===== src/rtl/mac_result_serializer.sv =====
// Streams one packed MAC result as 1-3 OUT_WIDTH beats, least-significant first,
// over a valid/ready bus, tagging each beat with its index and a last flag.
module mac_result_serializer #(
  parameter int OUT_WIDTH    = 16,
  parameter int INT_WIDTH    = 64,
  parameter int BEATS_SINGLE = 1,
  parameter int BEATS_DUAL   = 2,
  parameter int BEATS_QUAD   = 3
) (
  input  logic                 clk,
  input  logic                 rst,
  input  logic                 in_valid,
  output logic                 in_ready,
  input  logic [INT_WIDTH-1:0] in_data,
  input  logic [1:0]           in_mode,
  output logic                 out_valid,
  input  logic                 out_ready,
  output logic [OUT_WIDTH-1:0] out_data,
  output logic                 out_last,
  output logic [1:0]           out_idx,
  output logic                 mode_err
);

  // Precision-mode encoding shared with the MAC block; 2'b11 is unused.
  localparam logic [1:0] MAC_SINGLE = 2'b00;
  localparam logic [1:0] MAC_DUAL   = 2'b01;
  localparam logic [1:0] MAC_QUAD   = 2'b10;

  typedef enum logic {IDLE, SEND} state_t;

  state_t                 state, state_nx;
  logic [INT_WIDTH-1:0]   hold;
  logic [1:0]             counter;
  logic [1:0]             total;
  logic [1:0]             total_nx;
  logic                   mode_legal;
  logic                   in_xfer;
  logic                   out_xfer;
  logic [OUT_WIDTH-1:0]   beat_sel;
  logic                   hold_unused;

  // Bits above the widest (quad) payload can never be emitted.
  assign hold_unused = ^hold[INT_WIDTH-1:3*OUT_WIDTH];

  // Mode decode: beat total for the offered word and whether it is legal.
  // NOTE: every always_comb output gets a default first so no latch is inferred.
  always_comb begin
    mode_legal = 1'b1;
    total_nx   = 2'(BEATS_SINGLE);
    case (in_mode)
      MAC_SINGLE: total_nx = 2'(BEATS_SINGLE);
      MAC_DUAL:   total_nx = 2'(BEATS_DUAL);
      MAC_QUAD:   total_nx = 2'(BEATS_QUAD);
      default:    mode_legal = 1'b0;
    endcase
  end

  always_comb begin
    case (counter)
      2'd0:    beat_sel = hold[0 +: OUT_WIDTH];
      2'd1:    beat_sel = hold[OUT_WIDTH +: OUT_WIDTH];
      default: beat_sel = hold[2*OUT_WIDTH +: OUT_WIDTH];
    endcase
  end

  // Beat outputs decode straight from state so reset clears them immediately.
  always_comb begin
    out_valid = 1'b0;
    out_data  = '0;
    out_idx   = 2'd0;
    out_last  = 1'b0;
    if (state == SEND) begin
      out_valid = 1'b1;
      out_data  = beat_sel;
      out_idx   = counter;
      out_last  = (counter == total - 2'd1);
    end
  end

  // Last-beat handover is combinational so back-to-back results have no bubble.
  assign in_ready = (state == IDLE) || (state == SEND && out_ready && out_last);
  assign in_xfer  = in_valid && in_ready;
  assign out_xfer = out_valid && out_ready;

  always_comb begin
    state_nx = state;
    case (state)
      IDLE: if (in_xfer && mode_legal) state_nx = SEND;
      SEND: if (out_xfer && out_last)  state_nx = (in_xfer && mode_legal) ? SEND : IDLE;
      default: state_nx = IDLE;
    endcase
  end

  // NOTE: sequential state uses non-blocking assignments so every register
  // samples pre-edge values regardless of statement order.
  always_ff @(posedge clk or posedge rst) begin
    if (rst) begin
      state <= IDLE;
    end else begin
      state <= state_nx;
    end
  end

  // NOTE: the hold register is a plain flop bank, not a memory, so it is reset
  // along with the rest of the datapath.
  always_ff @(posedge clk or posedge rst) begin
    if (rst) begin
      hold     <= '0;
      counter  <= 2'd0;
      total    <= 2'd0;
      mode_err <= 1'b0;
    end else begin
      mode_err <= in_xfer && !mode_legal;
      if (in_xfer && mode_legal) begin
        hold    <= in_data;
        total   <= total_nx;
        counter <= 2'd0;
      end else if (out_xfer && !out_last) begin
        counter <= counter + 2'd1;
      end
    end
  end

endmodule

===== config.mk =====
export PLATFORM = sky130hd
export DESIGN_NAME = mac_result_serializer
export DESIGN_NICKNAME = d
export VERILOG_FILES = /design/src/rtl/mac_result_serializer.sv
export SDC_FILE = /design/constraint.sdc
export NUM_CORES = 1
export LEC_CHECK = 0
export CORE_MARGIN = 5
export CORE_UTILIZATION = 40
export DETAILED_ROUTE_END_ITERATION = 10
export DONT_BUFFER_PORTS = 1
export RECOVER_POWER = 100
export SYNTH_ARGS = -nofsm -noshare
export SYNTH_HDL_FRONTEND = slang
export SYNTH_SLANG_ARGS = --single-unit

===== constraint.sdc =====
create_clock -name clk -period 2 [get_ports clk]
set_input_delay 0.2 -clock clk [delete_from_list [all_inputs] [get_ports clk]]
set_output_delay 0.2 -clock clk [all_outputs]
set_load 0.01 [all_outputs]

# Yosys cells after proc, flatten, opt, wreduce, memory -nomap -nowiden
# Cells that the tools add are included.
dict set report totals {
  ff_bits 54
  in_bits 70
  wordCells 39
}
dict set report op_classes {
  n_addsub 2
  mux 12
  reduce_logical 15
  bitwise_logic 1
  n_eq_ne 4
}
# op count
set ops {}
lappend ops {{16-bit case mux with 2 select lines} 1}
lappend ops {{16-bit two-way mux} 1}
lappend ops {{1-bit logical AND} 8}
lappend ops {{2-bit two-way mux} 3}
lappend ops {{1-bit two-way mux} 5}
lappend ops {{2-bit by 1-bit equality test with 1-bit output (second input constant)} 2}
lappend ops {{2-bit zero test} 2}
lappend ops {{2-bit case mux with 2 select lines} 1}
lappend ops {{3-bit OR reduction} 1}
lappend ops {{2-bit by 1-bit adder with 2-bit output (second input constant)} 1}
lappend ops {{2-bit equality test} 1}
lappend ops {{2-bit equality test (second input constant)} 1}
lappend ops {{1-bit zero test} 2}
lappend ops {{1-bit case mux with 2 select lines} 1}
lappend ops {{2-bit nonzero test} 1}
lappend ops {{2-bit by 1-bit subtractor with 2-bit output (second input constant)} 1}
lappend ops {{1-bit logical OR} 1}
lappend ops {{1-bit inverter} 1}

# Depth between registers and ports, before layout
dict set report depth {
  depth_word 10
  mapped_depth 8
}

# Least setup slack after synthesis
# Ideal clock, no wire load.
dict set report synth_path {
  kind {register to output}
  start {register counter[0]}
  end {output port out_data[10]}
  path_slack_ns -0.193
  path_stages_with_launch 9
  n_path_buf 3
  arrival_time_ns 1.993
  required_ns 1.800
  path_cell_list {dfrtp_1 -> clkbuf_1 -> inv_1 -> ha_1 -> clkbuf_1 -> nor2_1 -> clkbuf_1 -> nand2_1 -> a21boi_0}
}
dict set report synth_between {
  elab_chain_len 3
  word_cells_on_any_way 4
  cone_classes {1 x eq/ne; 2 x mux; 1 x reduce/logical}
}
# element line
set synth_rtl {}
lappend synth_rtl {{start, declared} 33} ;# logic [1:0] counter;
lappend synth_rtl {{start signal, assigned} 119} ;# counter <= counter + 2'd1;
lappend synth_rtl {{2-bit by 1-bit equality test with 1-bit output / 2-bit zero test (equally long branches)} 59} ;# case (counter)
lappend synth_rtl {{16-bit case mux with 2 select lines *} 59}
lappend synth_rtl {{16-bit two-way mux *} 72} ;# if (state == SEND) begin
lappend synth_rtl {{end, declared} 18} ;# output logic [OUT_WIDTH-1:0] out_data,
# Every way passes the cells marked *; elsewhere a longest branch is shown, timed or not.

# Final worst setup path
dict set report layout_path {
  start {register counter[1]}
  end {register hold[42]}
}
dict set report layout_between {
  elab_chain_len 6
}
# element line
set layout_rtl {}
lappend layout_rtl {{2-bit equality test} 76} ;# out_last = (counter == total - 2'd1);
lappend layout_rtl {{1-bit two-way mux} 72}
lappend layout_rtl {{1-bit logical AND} 81} ;# assign in_ready = (state == IDLE) || (state == SEND && out_ready && out_last);
lappend layout_rtl {{1-bit logical OR} 81}
lappend layout_rtl {{1-bit logical AND} 82} ;# assign in_xfer = in_valid && in_ready;
lappend layout_rtl {{1-bit logical AND} 114} ;# if (in_xfer && mode_legal) begin
lappend layout_rtl {{end signal, assigned} 115} ;# hold <= in_data;
lappend layout_rtl {{end, declared} 32} ;# logic [INT_WIDTH-1:0] hold;
# Every way passes these cells.
# A chain may end at the register's enable or synchronous reset.

==> results.py <==
metrics = {
    "hold_path": {
        "min_from": "in_data[31]",
        "whs_endpoint": "hold[31]",
        "worst_hold_path.num_cells": 1,
        "worst_hold_path_type": "input pin to register",
    },
    "synthesis": {
        "synth_largest_type_area_fraction_pct": 52.0,
        "syn_area_mm2": 0.00260,
        "total_of_flip_flops_plus_latches_after_synthesis": 54,
        "synth_cell_types": 33,
        "mean_post_synth_cell_area_um2": 12.5,
        "ys_warn_count": 0,
        "synthTopCellsByArea": "dfrtp_1, mux2_2, a21boi_0",
        "post-synth-top-area-cell": "dfrtp_1",
        "number_of_instances_in_the_synthesized_netlist": 208,
        "ys_seq_area_share_pct": 52.0,
        "synth.net_count": 282,
    },
    "worst_setup_path": {
        "path_max_fanout": 31,
        "crit_path_cell_trace": "xnor2_2, or3b_4, a31oi_4, buf_12, mux2_2",
        "worstSetupPathType": "register to register",
        "reg2regPathDepth": 5,
        "regToRegStartpoint": "counter[1]",
        "data_arrival_time_at_the_worst_slack_endpoint_ns": 2.17,
        "critical_path.startpoint_type": "register",
        "regToRegSetupSlack_ns": 0.02,
        "critPathRequiredTime_ns": 2.19,
        "critical_path.slowest_cell": "dfrtp_1",
        "worst_path_dominant_cell_family": "flip-flops",
        "critPathBufInv": 1,
        "type_of_element_capturing_the_critical_path": "register",
        "r2r-end": "hold[42]",
        "critPathMaxStageDelay_ns": 0.43,
        "timing.critical_path.depth": 5,
    },
    "sta": {
        "final.hold.worst_slack_ns": 0.0318,
        "timing.final.hold_violations": 0,
        "achievable-frequency_mhz": 506,
        "tightestPinTransition_ns": 0.915,
        "finClkSkew_ns": 0.00303,
        "finalSetupViolations": 0,
        "tns_ns": 0,
        "timing.final.crit_share_pct": 98.8,
        "maxSlewHeadroom_pct": 38.9,
        "grt_setup_unrepaired": "yes",
        "period_minus_slack_ns": 1.98,
        "slew_viol_final": 0,
    },
    "drt": {
        "remaining_drc_errors": 0,
        "first_pass_iters": 4,
        "number_of_nets_with_antenna_violations_after_routing": 0,
        "route.detailed.vias_per_inst": 5.51,
        "drt_wl_total_um": 5720,
        "drt-initial-drc-count": 34,
        "vias": 1691,
        "drt-wirelength-per-cell_um": 18.6,
    },
    "final_layout": {
        "finish.cell_count_without_fillers": 307,
        "final_area_mm2": 0.00302,
        "final.fill_count": 581,
        "leading_cell_type_in_the_layout_fill_and_taps_excluded": "dfrtp_1",
        "layout_common_cells": "dfrtp_1, mux2_2, nand2_1, buf_4, a22oi_1",
        "final_nets": 302,
        "syn_to_final_growth_pct": 16.3,
        "fraction_of_final_layout_cells_with_drive_strength_greater_than_1_pct": 40.2,
    },
    "cts": {
        "clock_path_buffers": 2,
        "clock_insertion_delay_worst_skew_ns": 0.30,
        "cts.htree.levels": 2,
        "clk_root_buffer_cell": "clkbuf_8",
        "number_of_buffers_created_by_cts": 5,
        "cts_num_sinks": 54,
        "clock_tree_from_tritoncts": "done",
        "clk_pin_slew_worst_paths_ns": 0.10,
    },
    "grt": {
        "grt_remaining_overflow": 0,
        "wire_length_of_the_first_global_routing_pass_um": 9190,
        "grt.total_usage_pct": 13.9,
        "grt_pass1_vias": 1797,
        "antenna_found_initial": 1,
        "maximum_number_of_pins_on_one_net_before_global_route_repair": 32,
    },
    "die": {
        "die_x_um": 90.6,
        "ioPinCount": 92,
        "floorplan.initialDensity_pct": 40.9,
        "core_footprint_mm2": 0.00635,
        "chipHeight_um": 90.6,
        "total_die_area_mm2": 0.00820,
        "std_cell_rows": 29,
    },
    "power": {
        "power.share.combinational_pct": 53.1,
        "internal-power_mw": 3.54,
        "total_power_mw": 5.64,
        "p_sw_mw": 2.10,
        "total_leakage_power_nw": 1.28,
        "power-per-cell-area_mw_per_mm2": 1870,
        "power.clock.fraction_pct": 12.0,
        "irDropWorstVdd_uv": 750,
        "seqPwrFrac_pct": 34.9,
        "sw_frac_of_total_pct": 37.2,
    },
    "placed_design": {
        "numPortBuffers": 0,
        "place.detailed.hpwl_um": 4080,
        "place_congestion": 0.779,
        "postPlaceCellArea_mm2": 0.00280,
        "dp_cells": 293,
    },
    "job": {
        "drv_cap": 0,
    },
    "outcome": {
        "run_status": "complete, no violations",
    },
}
[power by group through the flow]
stage	Clock, mW	Sequential, mW	Combinational, mW
global route	0.761	2.05	3.29
CTS	0.706	1.97	2.88
global placement	0	1.96	2.72
finish	0.675	1.97	3.00
detailed placement	0	1.99	2.76
floorplan	0	1.89	2.03
[sequential cells by signal, summed over array words and instances, names as in the netlist]
register / cells
hold: 48
counter: 2
mode_err: 1
state: 1
total: 2
[timing repair]
item	in CTS	in global routing
pin swaps	1	6
setup endpoints to repair	15	42
buffers inserted	0	1
resized for setup	10	17
gates cloned	0	1
hold buffers	1	2
endpoints found under the hold margin	23	2
[cells in the mapped netlist (all sizes together)]
| cell | count |
|---|---|
| a2bb2oi | 1 |
| inv | 5 |
| a31oi | 2 |
| nand2 | 19 |
| o31ai | 1 |
| nand3 | 3 |
| and3 | 1 |
| a21oi | 1 |
| o221ai | 1 |
| xnor2 | 1 |
| mux2 | 48 |
| clkbuf | 9 |
| nand2b | 2 |
| ha | 4 |
| a32o | 1 |
| a211oi | 1 |
| xor2 | 1 |
| and2 | 3 |
| a21boi | 16 |
| o21ai | 3 |
| nand4b | 1 |
| o22ai | 1 |
| mux2i | 2 |
| dfrtp | 54 |
| or3b | 1 |
| buf | 6 |
| nand4 | 1 |
| nor2b | 1 |
| nor2 | 2 |
| a22oi | 16 |
[how the worst max path moves through the flow]
stage	startpoint	endpoint	slack [ns]
3_5_place_dp	counter[1]	hold[5]	0.05
2_1_floorplan	counter[1]	hold[29]	0.04
3_3_place_gp	counter[1]	hold[17]	0.08
5_1_grt	counter[1]	hold[46]	-0.03
4_1_cts	counter[1]	out_data[14]	0.004
6_report	counter[1]	hold[42]	0.02
[cells by family after synthesis]
group | Yosys count | synth area share [%]
mux | 50 | 21.6
compound gates | 44 | 13.0
xor+xnor | 2 | 0.675
buf+inv | 20 | 4.48
flops | 54 | 52.0
fa+ha+maj | 4 | 1.93
simple gates | 34 | 6.31
[per-stage QoR]
step,worst slack [ns],utilization (%)
6_report,0.0246,47.6
5_1_grt,-0.0336,47.5
4_1_cts,0.00381,46.5
3_5_place_dp,0.0463,44.0
3_3_place_gp,0.0757,44.0
2_1_floorplan,0.0379,-
[worst register-to-register path, stage by stage (launching register included)]
cell and delay (ns):
dfrtp_1 0.43, xnor2_2 0.17, or3b_4 0.42, a31oi_4 0.22
buf_12 0.23, mux2_2 0.39
[metal layers]
layer	global-route usage [%]	vias up	routed length [µm]
met2	21.5	59	2710
met3	4.92	2	431
met4	3.35	0	23
met5	0	-	0
li1	-	788	-
met1	18.7	842	2560
[cell type report]
cell class	count	area, µm²	share of cell area (%)
antenna	1	2.50	0.0828
clock buffer	7	96.3	3.19
clock inverter	1	8.76	0.290
inverter	5	18.8	0.621
multi-input combinational	134	1200	39.7
sequential	54	1350	44.8
tap	77	96.3	3.19
timing repair buffer	28	246	8.16
Note: power is estimated with default switching activity, not from simulation.
